**config.mk**
```make
export PLATFORM = sky130hd
export DESIGN_NAME = hog_cell_histogram
export DESIGN_NICKNAME = d
export VERILOG_FILES = /design/src/rtl/hog_cell_histogram.sv
export SDC_FILE = /design/constraint.sdc
export NUM_CORES = 1
export LEC_CHECK = 0
export ABC_AREA = 1
export CORE_UTILIZATION = 30
export DETAILED_ROUTE_END_ITERATION = 12
export SLEW_MARGIN = 20
export SYNTH_ARGS = -nofsm -noshare
export SYNTH_HDL_FRONTEND = slang
export SYNTH_SLANG_ARGS = --single-unit
```
**constraint.sdc**
```tcl
create_clock -name clk -period 8.8 [get_ports clk]
set_input_delay 1.76 -clock clk [delete_from_list [all_inputs] [get_ports clk]]
set_output_delay 1.76 -clock clk [all_outputs]
set_load 0.1 [all_outputs]
```
**src/rtl/hog_cell_histogram.sv**
```systemverilog
// hog_cell_histogram
//   Accumulates one HOG cell. Each sample is a gradient magnitude plus an
//   integer-degree angle. The angle selects one of NBINS unsigned-angle bins,
//   each BIN_DEG wide. After CELL_PIX samples the finished histogram moves
//   to a one-deep output buffer with a valid/ready handshake, and the next
//   cell starts from zero.
//
// Ports
//   clk          rising-edge clock
//   rst_n        asynchronous active-low reset
//   clear        synchronous flush of partial cell and output buffer
//   in_valid     sample qualifier; accepted when in_valid && in_ready
//   in_ready     sample acceptance (low only when a cell end would be blocked)
//   magnitude    unsigned sample magnitude, MAG_W bits
//   angle        unsigned sample angle in degrees, ANG_W bits
//   hist_valid   a completed histogram is held
//   hist_ready   consumer acceptance of the held histogram
//   hist         held histogram, bin k at [k*ACC_W +: ACC_W]
//   hist_sat     some bin of the held histogram saturated
//   ang_err      held cell contained an out-of-range angle
module hog_cell_histogram #(
  parameter int MAG_W    = 14,
  parameter int ANG_W    = 9,
  parameter int ACC_W    = 18,
  parameter int NBINS    = 9,
  parameter int BIN_DEG  = 20,
  parameter int CELL_PIX = 64
) (
  input  logic                     clk,
  input  logic                     rst_n,
  input  logic                     clear,
  input  logic                     in_valid,
  output logic                     in_ready,
  input  logic [MAG_W-1:0]         magnitude,
  input  logic [ANG_W-1:0]         angle,
  output logic                     hist_valid,
  input  logic                     hist_ready,
  output logic [NBINS*ACC_W-1:0]   hist,
  output logic                     hist_sat,
  output logic                     ang_err
);

  localparam int CNT_W = (CELL_PIX > 1) ? $clog2(CELL_PIX) : 1;
  // One spare bit over the wider operand so the carry out is visible.
  localparam int SUM_W = ((ACC_W > MAG_W) ? ACC_W : MAG_W) + 1;
  localparam logic [CNT_W-1:0] LAST_PIX = CNT_W'(CELL_PIX - 1);
  localparam logic [SUM_W-1:0] ACC_MAX  = {{(SUM_W-ACC_W){1'b0}}, {ACC_W{1'b1}}};

  typedef enum logic {S_EMPTY, S_FULL} state_t;

  state_t                         r_state;
  state_t                         w_state_next;
  logic                           r_alive;
  logic [CNT_W-1:0]               r_cnt;
  logic [NBINS-1:0][ACC_W-1:0]    r_acc;
  logic                           r_sat;
  logic                           r_err;
  logic [NBINS*ACC_W-1:0]         r_hist;
  logic                           r_hist_sat;
  logic                           r_ang_err;

  logic [31:0]                    w_ang_ext;
  logic                           w_ang_zero;
  logic                           w_oor;
  logic [NBINS-1:0]               w_hit;
  logic [NBINS-1:0]               w_ovf;
  logic [NBINS-1:0][ACC_W-1:0]    w_acc_next;
  logic                           w_accept;
  logic                           w_cell_end;
  logic                           w_cell_sat;
  logic                           w_cell_err;

  // Angle widened to 32 bits so bin limits above 2^ANG_W compare correctly;
  // in that case w_oor is simply never true.
  assign w_ang_ext  = {{(32-ANG_W){1'b0}}, angle};
  assign w_ang_zero = (angle == '0);
  assign w_oor      = (w_ang_ext > 32'(NBINS*BIN_DEG));

  // A clear in the same cycle drops the sample.
  assign w_accept   = in_valid && in_ready && !clear;
  assign w_cell_end = w_accept && (r_cnt == LAST_PIX);

  // Bin k covers (k*BIN_DEG, (k+1)*BIN_DEG]; 0 degrees folds onto 180,
  // so it goes to the last bin. Pure range compares, no divider.
  generate
    for (genvar gi = 0; gi < NBINS; gi++) begin : g_bin
      logic             w_in_range;
      logic [SUM_W-1:0] w_sum;

      assign w_in_range = (w_ang_ext > 32'(gi*BIN_DEG)) &&
                          (w_ang_ext <= 32'((gi+1)*BIN_DEG));
      if (gi == NBINS-1) begin : g_last
        assign w_hit[gi] = w_in_range || w_ang_zero;
      end else begin : g_mid
        assign w_hit[gi] = w_in_range;
      end

      assign w_sum = SUM_W'(r_acc[gi]) +
                     ((w_accept && w_hit[gi]) ? SUM_W'(magnitude) : '0);
      assign w_ovf[gi]      = (w_sum > ACC_MAX);
      assign w_acc_next[gi] = w_ovf[gi] ? {ACC_W{1'b1}} : w_sum[ACC_W-1:0];
    end
  endgenerate

  // Flags include the sample being accepted so the cell-end snapshot is complete.
  assign w_cell_sat = r_sat | (|w_ovf);
  assign w_cell_err = r_err | (w_accept && w_oor);

  // Cell accumulation state
  always_ff @(posedge clk or negedge rst_n) begin
    if (!rst_n) begin
      r_cnt <= '0;
      r_acc <= '0;
      r_sat <= 1'b0;
      r_err <= 1'b0;
    end else if (clear || w_cell_end) begin
      r_cnt <= '0;
      r_acc <= '0;
      r_sat <= 1'b0;
      r_err <= 1'b0;
    end else if (w_accept) begin
      r_cnt <= r_cnt + CNT_W'(1);
      r_acc <= w_acc_next;
      r_sat <= w_cell_sat;
      r_err <= w_cell_err;
    end
  end

  // Output buffer
  always_ff @(posedge clk or negedge rst_n) begin
    if (!rst_n) begin
      r_hist     <= '0;
      r_hist_sat <= 1'b0;
      r_ang_err  <= 1'b0;
    end else if (clear) begin
      r_hist     <= '0;
      r_hist_sat <= 1'b0;
      r_ang_err  <= 1'b0;
    end else if (w_cell_end) begin
      r_hist     <= w_acc_next;
      r_hist_sat <= w_cell_sat;
      r_ang_err  <= w_cell_err;
    end
  end

  // Output-buffer FSM
  always_ff @(posedge clk or negedge rst_n) begin
    if (!rst_n) begin
      r_state <= S_EMPTY;
    end else begin
      r_state <= w_state_next;
    end
  end

  always_comb begin
    w_state_next = r_state;
    case (r_state)
      S_EMPTY: begin
        if (w_cell_end) w_state_next = S_FULL;
      end
      S_FULL: begin
        // A cell end while FULL only gets through when hist_ready is high,
        // so the old buffer is consumed in the same cycle it is reloaded.
        if (w_cell_end)      w_state_next = S_FULL;
        else if (hist_ready) w_state_next = S_EMPTY;
      end
      default: w_state_next = S_EMPTY;
    endcase
    if (clear) w_state_next = S_EMPTY;
  end

  // Keeps in_ready low while reset is asserted and for the first edge after it.
  always_ff @(posedge clk or negedge rst_n) begin
    if (!rst_n) r_alive <= 1'b0;
    else        r_alive <= 1'b1;
  end

  // Stall only when this sample would end a cell while the buffer is still owned.
  assign in_ready   = r_alive &&
                      !((r_cnt == LAST_PIX) && (r_state == S_FULL) && !hist_ready);
  assign hist_valid = (r_state == S_FULL);
  assign hist       = r_hist;
  assign hist_sat   = r_hist_sat;
  assign ang_err    = r_ang_err;

endmodule

```
==> results of run 1 <==
final timing paths:
path | end | cells past startpoint
max in group asynchronous | hist[60]$_DFFE_PN0P_ | 2
min in group asynchronous | hist[131]$_DFFE_PN0P_ | 1
hold / removal | hist[152]$_DFFE_PN0P_ | 2
hold reg to reg | hist[152]$_DFFE_PN0P_ | 2
setup reg to reg | hist_sat$_DFFE_PN0P_ | 20
setup / recovery | in_ready | 6
cell families (layout without fill, tap and decap cells):
| kind of cell | after synthesis | after routing | synth area share, % |
|---|---|---|---|
| fa+ha+maj | 136 | 136 | 8.347 |
| buf+inv | 331 | 523 | 6.735 |
| compound gates | 466 | 466 | 12.11 |
| flops | 336 | 336 | 39.67 |
| xor+xnor | 53 | 53 | 2.190 |
| simple gates | 1614 | 1614 | 30.93 |
| other cells | 1 | 1 | 0.01769 |
cell type report:
type                            instances  area, sq um  area share, %
Inverter                              244        919.6          3.618
Clock inverter                         23        345.3          1.359
Multi-Input combinational cell       2270        11360          44.70
Sequential cell                       336         8408          33.08
Clock buffer                           53         1184          4.657
Timing Repair Buffer                  203         2022          7.956
Tap cell                              940         1176          4.628
registers in the layout, summed over array words and instances (netlist names):
signal,cells
ang_err,1
r_sat,1
hist_valid,1
r_err,1
r_cnt,6
hist_sat,1
hist,162
r_alive,1
r_acc,162
tightest hold or removal path, cell delays in order (launching register included):
cell and delay, ps:
dfrtp_1 340, nand2_1 50, nand2_1 50
through the flow:
stage	worst slack, ps	cell area (sq um)	utilization, %
floorplan	4184	21200	-
CTS	3116	25420	36.29
finish	3134	25420	36.29
detailed placement	2699	23890	34.11
global route	2875	25420	36.29
global placement	2682	23890	34.11
per-layer routing:
layer,vias to the layer above,share of wire [%]
met1,9144,47
met4,0,2.8
li1,9784,-
met2,423,45
met3,89,4.9
met5,-,0
layout by cell type (no fill, tap or decap), drive strengths merged, types with 53 or more instances in the layout:
master / count
a21oi: 150
clkbuf: 53
clkdlybuf4s50: 191
dfrtp: 336
ha: 127
inv: 227
nand2: 1080
nand3: 140
nor2: 306
o21ai: 228
power by group:
group / internal, mW / switching [mW] / total [mW]
clock: 1.19 / 0.730 / 1.92
sequential: 1.55 / 0.00365 / 1.55
combinational: 0.0343 / 0.142 / 0.177
==> results.rst, run 1 <==
.. list-table::
   :header-rows: 1

   * - Metric
     - Value
   * - Layout net count
     - 3,260
   * - Cell Chain, Critical Path
     - clkdlybuf4s50_1, inv_1, nand3_2, nand2_1, inv_1, clkdlybuf4s50_1
   * - R2R Setup Slk
     - 4500 ps
   * - Post-CTS Hold Buffers
     - 0
   * - Share of synthesized registers carrying an async set or reset
     - 100.0%
   * - CTS max path bufs
     - 3
   * - Slowest stage cell, crit path
     - clkdlybuf4s50_1
   * - Area share of the largest cell type after synthesis
     - 39.67%
   * - Crit start category
     - input pin
   * - Global placement routability congestion
     - ~0.87
   * - Wire length per cell after detailed routing
     - roughly 17 um
   * - Launch instance of the worst register-to-register path
     - r_cnt[1]$_DFFE_PN0P_
   * - Number of buffers created by CTS
     - slightly above 40
   * - Met2 Track Usage GR
     - between 30 and 40%
   * - Most common cell in the synthesized netlist
     - nand2_1
   * - Remaining antenna violation count
     - 0
   * - Number of flops mapped to enable cells by yosys
     - 0
   * - M3 GR Usage
     - 2.896%
   * - Area of the mapped netlist
     - around 21,000 sq um
   * - Critical Path End Type
     - output port
   * - Count of routing violations after the opening detailed-route iteration
     - ~1,500
   * - Drt first pass iters
     - 5
   * - Horizontal die dimension
     - 267.8 um
   * - Top post-synthesis cells by area
     - dfrtp_1 40%, nand2_1 19%, ha_1 7.5%
   * - Vias per cell
     - 4.778
   * - Number of antenna violations at the first check in global routing
     - 0
   * - Setup TNS
     - 0 ps
   * - Synthesized flop and latch total
     - 336
   * - Smallest hold slack
     - 475.6 ps
   * - Share of post-route cells with drive strength above 1
     - 4.602%
   * - Max Fclk
     - 0.1765 GHz
   * - PostCTS Resize Cnt
     - 0
   * - Count of boundary I/O pins
     - 194
   * - Worst Max-Slew Pin Slew
     - 1096 ps
   * - Final-layout fill cell count
     - 7,458
   * - Placement row count
     - 97
   * - Core outline area
     - between 70,000 and 80,000 sq um
   * - Cell type group with the largest total delay on the critical path
     - buffers and inverters
   * - Clock transition at the registers of the reported paths
     - 60 ps
   * - Drt drc
     - 0
   * - Endpoint arrival time on the critical path
     - 3910 ps
   * - Max VDD drop
     - approximately 0.11 mV
   * - Pwr/cell area
     - 143.6 nW/um^2
   * - Number of clock sinks
     - 336
   * - Netlist cell types
     - 49
   * - Final cycle utilization of the critical path
     - 64.38%
   * - Run status
     - complete, no violations
   * - TritonCTS clock tree
     - done
   * - Clock latency at the later pin of the worst-skew pair
     - 570 ps
   * - Pin count of the biggest net entering global routing
     - 172
   * - Root Driver
     - clkbuf_16
   * - Sequential element share of the synthesized area
     - 39.67%
   * - Crit path buf inv count
     - 4
   * - Synthesized Nets
     - 3,101
   * - Post-detailed-routing wire length
     - between 60 and 70 mm
   * - Final count of hold timing violations
     - 0
   * - Area leader, netlist
     - dfrtp_1
   * - Die area
     - 71,720 sq um
   * - IO Port Bufs
     - 193
   * - Vias in the first global route
     - roughly 19,000
   * - # diodes
     - 0
   * - DP HPWL
     - 46.66 mm
   * - Total congestion overflow after global routing
     - 0
   * - Most common library cells after synthesis
     - 1,079 x nand2_1, 336 x dfrtp_1, 302 x nor2_1, 223 x inv_1, 195 x o21ai_0
   * - Post-layout min period
     - 5666 ps
   * - Total chip power
     - 3.651 mW
   * - CP Class
     - in -> out
   * - Grt peak-use layer
     - met2
   * - Finished Layout Cells
     - 4,069
   * - Vias
     - around 20,000
   * - Effective utilization at floorplan
     - 30.27%
   * - Startpoint of the most critical setup path
     - hist_ready
   * - Syn Area/Cell
     - 7.217 sq um
   * - Critical path data required time
     - 7040 ps
   * - Max-cap violations
     - 0
   * - Global-route wire length before repair
     - 106.4 mm
   * - Max Clock Skew
     - 19.11 ps
   * - Delay of the slowest cell on the worst path
     - between 1000 and 1500 ps
   * - Highest net fanout along the worst path
     - 2
   * - Final count of pins violating max slew
     - 0
   * - Total instance count after detailed placement
     - 3,993
   * - Synth Flop Type
     - dfrtp_1
   * - Path class of the lowest-slack min-delay path
     - reg -> reg
   * - Hold Path Origin
     - hist[152]$_DFFE_PN0P_
   * - RSZ-0062 raised after global routing
     - no
   * - Number of instances in the synthesized netlist
     - 2,937
   * - Setup Viol. Count Final
     - 0
   * - Area growth syn-to-layout
     - 19.90%
   * - Die Span Y
     - 267.8 um
   * - YS warnings
     - 0
   * - Number of H-tree levels
     - 2
   * - Global-route total usage across every layer
     - 18.96%
   * - Setup fix buffers added after clock tree synthesis
     - 0
   * - Leakage power figure
     - 13.36 nW
   * - Worst rel slew slack
     - between 20% and 30%
   * - Met1 Use GR
     - a little over a quarter
(Power assumes the default switching activity.)
==> run 2, diff against run 1 <==
Clock period 8.8 ns to 5.4 ns, I/O delays scaled along.
==> results.rst, run 2 (synthesis gave the netlist of run 1 again) <==
.. list-table::
   :header-rows: 1

   * - Metric
     - Value
   * - Final cycle utilization of the critical path
     - between 80 and 90%
   * - CP Class
     - in -> reg
   * - Final count of pins violating max slew
     - 0
   * - Vias per cell
     - 4.768
   * - Total area of multi-input combinational cells
     - 11,360 sq um
   * - Pwr/cell area
     - 227.9 nW/um^2
   * - Highest net fanout along the worst path
     - 16
   * - Number of antenna violations at the first check in global routing
     - 1
   * - Worst rel slew slack
     - 24.81%
   * - Number of buffers created by CTS
     - 42
   * - Count of routing violations after the opening detailed-route iteration
     - ~1,400
   * - Die Span Y
     - 267.8 um
   * - Global-route wire length before repair
     - 107.4 mm
   * - Core outline area
     - between 70,000 and 80,000 sq um
   * - Launch instance of the worst register-to-register path
     - r_cnt[1]$_DFFE_PN0P_
   * - CTS max path bufs
     - 3
   * - Remaining antenna violation count
     - 0
   * - Critical Path End Type
     - flip-flop
   * - Clock transition at the registers of the reported paths
     - about 60 ps
   * - Sequential cell area
     - around 8400 sq um
   * - Most common cell after layout, fill and taps aside
     - nand2_1
   * - Endpoint arrival time on the critical path
     - 4900 ps
   * - Max Clock Skew
     - 22.97 ps
   * - Number of H-tree levels
     - 2
   * - Root Driver
     - clkbuf_16
   * - Share of post-route cells with drive strength above 1
     - about 5.5%
   * - Effective utilization at floorplan
     - between 30% and 40%
   * - DP HPWL
     - between 40 and 50 mm
   * - PostCTS Resize Cnt
     - 0
   * - Vias in the first global route
     - 19,040
   * - Post-detailed-routing wire length
     - ~70 mm
   * - Length in cells of the worst reg-to-reg path
     - 22
   * - Final count of hold timing violations
     - 0
   * - Vias
     - 19,560
   * - Final-layout fill cell count
     - 7,413
   * - Max VDD drop
     - 0.1833 mV
   * - Endpoint with the worst hold slack
     - hist[136]$_DFFE_PN0P_
   * - TritonCTS clock tree
     - done
   * - Leakage power figure
     - 13.48 nW
   * - Cell Area, Placed
     - 24,170 sq um
   * - Horizontal die dimension
     - roughly 270 um
   * - Hold path depth
     - 2
   * - Layout net count
     - 3,293
   * - Endpoint of the worst-slack reg-to-reg timing path
     - hist_sat$_DFFE_PN0P_
   * - Critical path data required time
     - 5910 ps
   * - Max-cap violations
     - 0
   * - Wire length per cell after detailed routing
     - roughly 17 um
   * - Final design area excluding fillers
     - 25,640 sq um
   * - Worst Max-Slew Pin Slew
     - 1124 ps
   * - Setup TNS
     - 0 ps
   * - Count of boundary I/O pins
     - 194
   * - Post-CTS Hold Buffers
     - 0
   * - Finished Layout Cells
     - 4,102
   * - IO Port Bufs
     - 193
   * - Run status
     - complete, no violations
   * - Drt drc
     - 0
   * - Setup fix buffers added after clock tree synthesis
     - 0
   * - Post-layout min period
     - between 4000 and 5000 ps
   * - Hold Path Origin
     - hist[136]$_DFFE_PN0P_
   * - Leading cell types in the layout, fill and taps excluded
     - 1,079 x nand2_1, 336 x dfrtp_1, 302 x nor2_1
   * - Setup Viol. Count Final
     - 0
   * - Global placement routability congestion
     - just over 0.9
   * - Placement row count
     - 97
   * - Area growth syn-to-layout
     - 20.95%
   * - RSZ-0062 raised after global routing
     - no
   * - Max Fclk
     - around 0.23 GHz
   * - R2R Setup Slk
     - around 1400 ps
   * - Clock latency at the later pin of the worst-skew pair
     - 580 ps
   * - Global-route total usage across every layer
     - 19.18%
   * - Drt first pass iters
     - 6
   * - Crit start category
     - input pin
   * - Path class of the lowest-slack min-delay path
     - reg -> reg
   * - Total congestion overflow after global routing
     - 0
   * - Pin count of the biggest net entering global routing
     - 127
   * - Die area
     - slightly above 70,000 sq um
   * - Total instance count after detailed placement
     - between 4,000 and 5,000
   * - Number of clock sinks
     - 336
   * - # diodes
     - 0
## run 2: how the worst max path moves through the flow
stage	from	depth (start not counted)	endpoint	slack [ps]
floorplan	angle[7]	25	r_acc[150]$_DFFE_PN0P_	1460
global placement	hist_ready	21	hist_sat$_DFFE_PN0P_	460
detailed placement	hist_ready	21	hist_sat$_DFFE_PN0P_	420
CTS	angle[4]	21	hist[155]$_DFFE_PN0P_	1010
global route	angle[4]	21	r_acc[146]$_DFFE_PN0P_	660
finish	angle[4]	21	hist[146]$_DFFE_PN0P_	1010
## run 2: power by group
part / switching, mW / total [mW] / internal [mW]
Clock: 1.17 / 3.00 / 1.83
Combinational: 0.236 / 0.306 / 0.0694
Sequential: 0.00651 / 2.53 / 2.53
## run 2: worst max-delay path, stage by stage
cell             delay [ps]
clkdlybuf4s50_1         620
nand2_1                 120
o41ai_1                 570
nand2_1                 100
nand2_1                 180
nand2_1                 160
nor2_1                  120
ha_1                    220
fa_1                    220
nand2_1                  60
inv_1                    70
o21ai_0                  70
nand2_1                 120
nand2_1                  70
nand2_1                 160
nand3_1                 120
nand2_1                 110
nand3_2                 320
o21ai_0                 240
nand2_1                  70
nand2_1                  90
## run 2: cell type report
class | count | area share, %
multi-input cells | 2270 | 44.31
flip-flops and latches | 336 | 32.79
repair buffers | 235 | 9.009
clock buffers | 56 | 4.622
well taps | 940 | 4.587
inverters | 244 | 3.587
clock inverters | 21 | 1.088
## run 2: stage by stage
step	utilization [%]	worst slack, ps	power [mW]	hold slack (ps)
after global placement	34.52	460.0	2.890	458.5
final	36.61	1010	5.844	473.0
after global routing	36.61	664.3	6.046	502.2
after floorplan	-	1464	2.719	449.1
after CTS	36.61	1013	5.927	481.3
after detailed placement	34.52	420.2	2.891	466.7
## run 2: layer usage
metal  wire (um)  share of wire (%)  global-route usage, %  vias to the layer above
li1            -                  -                      -                     9860
met1       32180                 47                  25.98                     9231
met2       31520                 46                  31.73                      379
met3        3099                4.5                  2.831                       89
met4        1671                2.4                  5.282                        0
met5           0                  0                      0                        -
